$ cat src/rtl/icache_pkg.sv
// Shared geometry, address slicing widths and FSM state encoding for the
// direct-mapped instruction cache controller.
package icache_pkg;

  localparam int ICACHE_INDEX_BITS = 4;
  localparam int INDEX_BITS = ICACHE_INDEX_BITS;
  localparam int LINES      = 1 << INDEX_BITS;
  localparam int WORDS      = 4;
  localparam int BASE_BITS  = 28;
  localparam int TAG_BITS   = 32 - 4 - INDEX_BITS;

  typedef enum logic [1:0] {
    IC_IDLE   = 2'd0,
    IC_REFILL = 2'd1,
    IC_DRAIN  = 2'd2
  } ic_state_e;

  typedef logic [INDEX_BITS-1:0] index_t;
  typedef logic [TAG_BITS-1:0]   tag_t;
  typedef logic [BASE_BITS-1:0]  base_t;

endpackage

$ cat src/rtl/icache_array.sv
// Tag/valid/data storage with one write port and one registered read port.
// The read port returns the selected word and a registered tag-match hit flag.
module icache_array
  import icache_pkg::*;
(
  input  logic        clk,
  input  logic        rst,
  input  logic        rdy,
  input  logic        rd_en,
  input  index_t      rd_index,
  input  logic [1:0]  rd_word,
  input  tag_t        rd_tag,
  output logic        rd_hit,
  output logic [31:0] rd_data,
  input  logic        wr_data_en,
  input  logic        wr_line_en,
  input  index_t      wr_index,
  input  logic [1:0]  wr_word,
  input  logic [31:0] wr_data,
  input  tag_t        wr_tag,
  input  logic        wr_valid
);

  tag_t             tag_mem  [LINES];
  logic [31:0]      data_mem [LINES][WORDS];
  logic [LINES-1:0] valid;

  // Only the valid bits are reset; tags and data are don't-care until validated.
  always_ff @(posedge clk) begin
    if (rst) begin
      valid <= '0;
    end else if (rdy && wr_line_en) begin
      valid[wr_index] <= wr_valid;
    end
  end

  always_ff @(posedge clk) begin
    if (rdy) begin
      if (wr_line_en) tag_mem[wr_index] <= wr_tag;
      if (wr_data_en) data_mem[wr_index][wr_word] <= wr_data;
    end
  end

  // The hit flag is cleared on every enabled cycle without a read, so it pulses once per lookup.
  always_ff @(posedge clk) begin
    if (rst) begin
      rd_hit  <= 1'b0;
      rd_data <= '0;
    end else if (rdy) begin
      rd_hit <= rd_en && valid[rd_index] && (tag_mem[rd_index] == rd_tag);
      if (rd_en) rd_data <= data_mem[rd_index][rd_word];
    end
  end

endmodule

$ cat src/rtl/icache_ctrl.sv
// Direct-mapped instruction cache controller: 1-cycle hits, in-order 4-word
// line refill from the memory controller, flush handling via a DRAIN state.
module icache_ctrl
  import icache_pkg::*;
(
  input  logic        clk,
  input  logic        rst,
  input  logic        rdy,
  input  logic        fetch_valid,
  input  logic [31:0] fetch_addr,
  input  logic        flush,
  output logic        hit_valid,
  output logic [31:0] inst,
  output logic        mem_req,
  output logic [31:0] mem_addr,
  input  logic        mem_done,
  input  logic [31:0] mem_data
);

  ic_state_e  state;
  logic [1:0] counter;
  base_t      base;
  logic       pending;
  logic       lookup;
  logic       wr_data_en;
  logic       wr_line_en;
  logic       wr_valid;
  logic       unused_offset;

  assign unused_offset = ^fetch_addr[1:0];

  // A lookup is refused in its own result cycle so a held request cannot produce a second hit.
  assign lookup = (state == IC_IDLE) && fetch_valid && !flush && !pending;

  always_comb begin
    wr_data_en = 1'b0;
    wr_line_en = 1'b0;
    wr_valid   = 1'b0;
    if (state == IC_IDLE) begin
      if (pending && !hit_valid && !flush) wr_line_en = 1'b1;
    end else if (state == IC_REFILL && mem_req && mem_done) begin
      wr_data_en = 1'b1;
      if (counter == 2'd3) begin
        wr_line_en = 1'b1;
        wr_valid   = 1'b1;
      end
    end
  end

  icache_array u_array (
    .clk        (clk),
    .rst        (rst),
    .rdy        (rdy),
    .rd_en      (lookup),
    .rd_index   (fetch_addr[3+INDEX_BITS:4]),
    .rd_word    (fetch_addr[3:2]),
    .rd_tag     (fetch_addr[31:4+INDEX_BITS]),
    .rd_hit     (hit_valid),
    .rd_data    (inst),
    .wr_data_en (wr_data_en),
    .wr_line_en (wr_line_en),
    .wr_index   (base[INDEX_BITS-1:0]),
    .wr_word    (counter),
    .wr_data    (mem_data),
    .wr_tag     (base[BASE_BITS-1:INDEX_BITS]),
    .wr_valid   (wr_valid)
  );

  // mem_req drops for one cycle after every completion; the gap cycle re-issues the next word.
  always_ff @(posedge clk) begin
    if (rst) begin
      state    <= IC_IDLE;
      counter  <= 2'd0;
      base     <= '0;
      pending  <= 1'b0;
      mem_req  <= 1'b0;
      mem_addr <= '0;
    end else if (rdy) begin
      pending <= lookup;
      case (state)
        IC_IDLE: begin
          if (lookup) base <= fetch_addr[31:4];
          if (pending && !hit_valid && !flush) begin
            state    <= IC_REFILL;
            counter  <= 2'd0;
            mem_req  <= 1'b1;
            mem_addr <= {base, 4'b0000};
          end
        end
        IC_REFILL: begin
          if (mem_req) begin
            if (mem_done) begin
              mem_req <= 1'b0;
              counter <= counter + 2'd1;
              if (flush || counter == 2'd3) state <= IC_IDLE;
            end else if (flush) begin
              state <= IC_DRAIN;
            end
          end else if (flush) begin
            state <= IC_IDLE;
          end else begin
            mem_req  <= 1'b1;
            mem_addr <= {base, counter, 2'b00};
          end
        end
        IC_DRAIN: begin
          if (mem_done) begin
            mem_req <= 1'b0;
            state   <= IC_IDLE;
          end
        end
        default: state <= IC_IDLE;
      endcase
    end
  end

endmodule
$ cat config.mk
export PLATFORM = sky130hd
export DESIGN_NAME = icache_ctrl
export DESIGN_NICKNAME = d
export VERILOG_FILES = /design/src/rtl/icache_pkg.sv /design/src/rtl/icache_array.sv /design/src/rtl/icache_ctrl.sv
export SDC_FILE = /design/constraint.sdc
export NUM_CORES = 2
export LEC_CHECK = 0
export BUFFER_PORTS_ARGS = -buffer_cell sky130_fd_sc_hd__buf_2
export CAP_MARGIN = 25
export CORE_MARGIN = 1.5
export CORE_UTILIZATION = 45
export DETAILED_ROUTE_END_ITERATION = 7
export GPL_ROUTABILITY_DRIVEN = 0
export PLACE_DENSITY = 0.59
export SYNTH_ARGS = -nofsm -noshare
export SYNTH_HDL_FRONTEND = slang
export SYNTH_SLANG_ARGS = --single-unit
export TNS_END_PERCENT = 1
$ cat constraint.sdc
create_clock -name clk -period 3.63 [get_ports clk]
set_input_delay 0.726 -clock clk [delete_from_list [all_inputs] [get_ports clk]]
set_output_delay 0.726 -clock clk [all_outputs]
set_load 0.02 [all_outputs]
; ---- Word level (Yosys, flattened, before mapping)
; Memory sizes are Yosys's and may differ from the RTL's.
; Index checks and enable logic that the tools add are counted.
[word_totals]
n_memories = 2
mem_bits_rw = 2432
ff_bits = 115
output_inout_bits = 66
in_bits = 70
elab_cells = 103
[memory_table]
columns = name, words, word_bits, read_ports, rd_clocked_by_memory_dff, wr, line_no
row1 = u_array.data_mem, 16, 128, 1, 0, 1, icache_array.sv:25  ; logic [31:0] data_mem [LINES][WORDS];
row2 = u_array.tag_mem, 16, 24, 1, 0, 1, icache_array.sv:24  ; tag_t tag_mem [LINES];
[classes]
order_cmp = 6
n_eq_ne = 13
addsub = 1
bitwise = 2
muxes = 45
n_reduce_logical = 25
[op_table]
columns = op, n
row1 = $mux 32, 6
row2 = $mux 128, 1
row3 = $bmux 32 s2, 1
row4 = $demux 32 s2, 1
row5 = $pmux 32 s2, 1
row6 = $eq 24x24->1, 1
row7 = $mux 2, 10
row8 = $mux 1, 19
row9 = $bwmux 16, 1
row10 = $logic_and 1x1->1, 12
row11 = $lt 4x5->1 const B, 2
row12 = $ne 2x2->1 const B, 5
row13 = $reduce_and 5->1, 2
row14 = $ge 3x3->1 const B, 2
row15 = $ne 3x3->1 const B, 2
row16 = $not 2->3, 2
row17 = $pmux 2 s3, 1
row18 = $reduce_and 6->1, 1
row19 = $bmux 1 s4, 1
row20 = $demux 1 s4, 1
row21 = $eq 2x2->1 const B, 2
row22 = $ge 4x1->1 const B, 1
row23 = $ne 4x3->1 const B, 1
row24 = $pmux 2 s2, 1
row25 = 13 further kinds, 15

; ---- Depth between registers and ports, before layout
[depth]
depth_word = 8
mapped_depth = 13
depth_no_buf = 8

; ---- Cells and area by module
; From an unflattened synthesis, not the netlist that was laid out.
[hier_totals]
hier_cells = 4218
hier_area_um2 = 97740.0
[modules_own_cells]
columns = module, area_each_um2, instances, seq_area_each_um2, cells_per_inst
row1 = icache_array, 94828.4, 1, 74011.0, 3941
row2 = icache_ctrl, 2911.5, 1, 1281.2, 277

; ---- Least setup slack after synthesis
; Ideal clock, no wire load.
[synth_timing]
path_kind = input port to flip-flop
from = input mem_done
to = memory u_array.data_mem[0][0] (netlist bit), enable pin
setup_slack_ns = 0.044
setup_ns = 0.421
n_path_buf = 1
t_required_ns = 3.209
t_arrival_ns = 3.165
stages = 5
cell_sequence = nand3_1 nor3b_1 nand2_1 clkbuf_1 nor2_1
[synth_between]
elab_chain_len = 6
[synth_lines]
columns = item, line_no
row1 = from (decl), icache_ctrl.sv:16  ; input logic mem_done,
row2 = $logic_and 1x1->1, icache_ctrl.sv:41  ; end else if (state == IC_REFILL && mem_req && mem_done) begin
row3 = $mux 1, icache_ctrl.sv:41
row4 = $mux 1, icache_ctrl.sv:39  ; if (state == IC_IDLE) begin
row5 = $mux 1, icache_array.sv:40  ; if (wr_data_en) data_mem[wr_index][wr_word] <= wr_data;
row6 = $mux 1, icache_array.sv:38  ; if (rdy) begin
row7 = $mux 128 (implied by the code), icache_array.sv:40
row8 = to (decl), icache_array.sv:25
; Every way passes these cells.

; ---- Final worst setup path
[layout_timing]
from = input fetch_addr[4]
to = register u_array.rd_hit
[layout_between]
elab_chain_len = 4
word_cells_on_any_way = 6
classes_between = eq/ne: 1 / mux: 2 / reduce/logical: 2 / memory: 1
[layout_lines]
columns = item, line_no
row1 = from (decl), icache_ctrl.sv:10  ; input logic [31:0] fetch_addr,
row2 = "parallel branches: the longest is 3 deep, another holds $mem_v2 16x24", n/a
row3 = $logic_and 1x1->1 (*), icache_array.sv:50  ; rd_hit <= rd_en && valid[rd_index] && (tag_mem[rd_index] == rd_tag);
row4 = to (signal assigned), icache_array.sv:50
row5 = to (decl), icache_array.sv:13  ; output logic rd_hit,
; Every way passes the cells marked *. The select of a mux whose other input is x is not followed.
; A chain may end at the register's enable or synchronous reset.

==> reports/qor.yml <==
floorplanning:
  fp.dieH_um: 467.3
  io_pins: 136
  core_area_sq_um: 214400
  initial_core_util_pct: 45.25
  num_rows: 170
  dieArea_sq_um: 218400
  die_x_um: 467.3
pwr:
  power_frac_comb_pct: 4.6
  p_leak_nw: 35.53
  swShare_pct: 20.54
  p_int_w: 0.04906
  p_per_area_nw_per_um2: 544.5
  seq_power_share_pct: 52.1
  vdd_drop_max_uv: 347.6
  p_sw_w: 0.01269
  power.share.clock_pct: 43.2
worst_setup_path:
  end_kind: "register"
  critical_path.top_delay_family: "simple AND/OR/NAND/NOR gates"
  cp.depth: 11
  worstSetupStartpointType: "input pin"
  worstPathCellList: "buf_8 > buf_12 > buf_4 > mux4_2 > mux2i_1 > mux2i_1 > xor2_1 > nor4_1 > nand4b_1 > nor4_1 > a22o_1"
  worstRegToRegCells: 5
  crit_required_ns: 4.47
  cp.arrival_ns: 3.69
  path_buf_inv: 3
  path_max_fanout: 19
  slowest_delay_ns: 0.52
  slowest_stage: "mux4_2"
  reg2reg_slack_ns: 0.84
  path_class: "in2reg"
global_route:
  grt_pass1_wl_um: 352300
  grt_max_degree: 114
  grt_pass1_vias: 46820
  grt_usage_pct: 22.97
  grt-ovfl-total: 0
  antenna_found_initial: 41
logic_synthesis:
  synth_fa_ha_area_share_pct: 0.05159
  ys_ff_latch: 2545
  synth_cell_types: 51
  yosys.area_share.simple_pct: 1.664
  syn_avg_cell_area_sq_um: 23.06
  synth_flop_cell: "edfxtp_1"
  ys_top_cells_by_area: "edfxtp_1 75%, mux4_2 18%, dfxtp_1 2.3%"
  yosysTopAreaCell: "edfxtp_1"
  synth_top_area_share_pct: 75.28
  synth_compound_area_share_pct: 1.065
  ys.warnings.count: 0
  synth_mux_area_share_pct: 18.30
  synth_top_family_by_area: "multiplexers"
  synth-xor-area-share_pct: 0.1896
  ys_async_sr_fraction_pct: 0
  synth_area_sq_um: 97010
  netlist_instances: 4207
  yosysSeqAreaShare_pct: 77.61
  synth-edff-count: 2432
run_status:
  outcome: "finished clean"
final_layout:
  layout_common_cells: "2432 x edfxtp_1, 768 x mux4_2, 289 x clkbuf_16, 229 x nand2_1, 159 x buf_4"
  fillers: 16320
  stdcell_count: 7728
  mostFrequentLayoutCell: "edfxtp_1"
  drive_above_1_share_pct: 33.87
  final_nets: 4762
  syn_to_final_growth_pct: 16.89
  postLayoutCellArea_sq_um: 113400
cts:
  clkLatencyLatePin_ns: 0.91
  cts_inserted_buffers: 280
  clock-sinks: 2545
  hold_buffers: 0
  clkTransAtPathRegs_ns: 0.06
  cts_buffer_depth: 4
  ctsResizeCount: 0
  post_cts_buffers: 0
  htree_levels: 5
  root_buffer: "clkbuf_16"
  cts_tree: "built"
timing:
  hold_ws_ns: 0.09444
  clock.fmax_ghz: 0.3511
  finalCriticalPeriod_ns: 2.848
  slew_violations: 0
  slew_headroom_pct: 28.43
  finalClockSkew_ns: 0.03382
  finalCritPeriodShare_pct: 78.46
  worst_pin_slew_ns: 1.074
  rsz0062_at_grt: "no"
  hold_viol: 0
  setup-violations-final: 0
place:
  numPortBuffers: 131
  dp_cells: 7216
  hpwl_um: 141200
  place_area_sq_um: 104300
worst_hold_path:
  min_path_cells: 3
  hp-class: "in2reg"
route:
  drcViolationCount: 0
  vias: 46290
  ant_nets: 0
  wl_per_cell_um: 32.21
  first_iter_violations: 5305
  viasPerCell: 5.990
  routed_wl_um: 248900
  firstDrtPassIters: 5
flow_run:
  cap_violations: 0
cell families after synthesis:
family | count (synthesis)
AOI/OAI and AO/OA | 186
adders and majority gates | 4
buffers and inverters | 241
xor gates and xnor gates | 21
DFF | 2545
other | 1
and+or+nand+nor | 396
muxes | 813
power by group through the flow:
stage | Combinational [W] | Sequential, W | Clock (W)
final | 0.00285 | 0.0322 | 0.0267
after global placement | 0.00275 | 0.0328 | 0
after detailed placement | 0.00279 | 0.0328 | 0
after CTS | 0.00280 | 0.0322 | 0.0272
after global routing | 0.00302 | 0.0322 | 0.0283
after floorplan | 0.00154 | 0.0328 | 0
tightest hold or removal path, cell delays in order:
cell,delay (ns)
buf_2,0.13
nand2_1,0.05
a21oi_1,0.05
layer usage:
layer | up-vias | routed length, um | part of all wire, % | GRT usage (%)
li1 | 18840 | - | - | -
met1 | 25280 | 103800 | 42 | 32.77
met2 | 1780 | 122300 | 49 | 37.04
met3 | 395 | 16840 | 6.8 | 3.536
met4 | 2 | 5981 | 2.4 | 6.489
met5 | - | 13 | 0.0052 | 0
final timing paths:
| path | from | endpoint |
|---|---|---|
| worst max-delay path | fetch_addr[4] | u_array.rd_hit$_SDFFE_PP0P_ |
| worst min-delay path | fetch_addr[9] | base[5]$_SDFFE_PP0P_ |
| worst max register to register | state[0]$_SDFFE_PP0P_ | u_array.data_mem[7][44]$_DFFE_PP_ |
| worst min register to register | mem_addr[9]$_SDFFE_PP0P_ | mem_addr[9]$_SDFFE_PP0P_ |
synth_stat cells, drive strengths merged (5+ instances only):
cell type and instances:
xor2 13, nor2 108, a21oi 119, edfxtp 2432
mux2i 38, clkbuf 115, buf 117, nor3 11
inv 9, nand2 235, xnor2 8, nor2b 10
dfxtp 113, a31oi 6, a211oi 6, o21ai 29
and2 5, mux2 7, nand3 9, mux4 768
layout make-up:
class / count / area, sq um / area share, %
Tap cell: 2838 / 3551 / 3.131
Clock inverter: 117 / 924.6 / 0.8154
Clock buffer: 358 / 7551 / 6.659
Sequential cell: 2545 / 75290 / 66.40
Antenna cell: 9 / 22.52 / 0.01986
Timing Repair Buffer: 430 / 4751 / 4.189
Multi-Input combinational cell: 1422 / 21270 / 18.76
Inverter: 9 / 33.78 / 0.02979
sequential cells by signal, summed over array words and instances, names as in the netlist:
register,count
u_array.tag_mem,384
mem_req,1
state,2
u_array.rd_data,32
base,28
u_array.data_mem,2048
u_array.valid,16
pending,1
mem_addr,30
u_array.rd_hit,1
counter,2
stage by stage:
stage	power (W)	setup WS, ns	utilization [%]	TNS, ns
floorplan	0.03436	0.04386	-	0
global placement	0.03559	-0.07524	48.63	-0.07524
detailed placement	0.03563	-0.1350	48.65	-0.1350
CTS	0.06220	0.8165	52.60	0
global route	0.06351	0.6550	52.88	0
finish	0.06175	0.7821	52.89	0
Note: power is estimated with default switching activity, not from simulation.
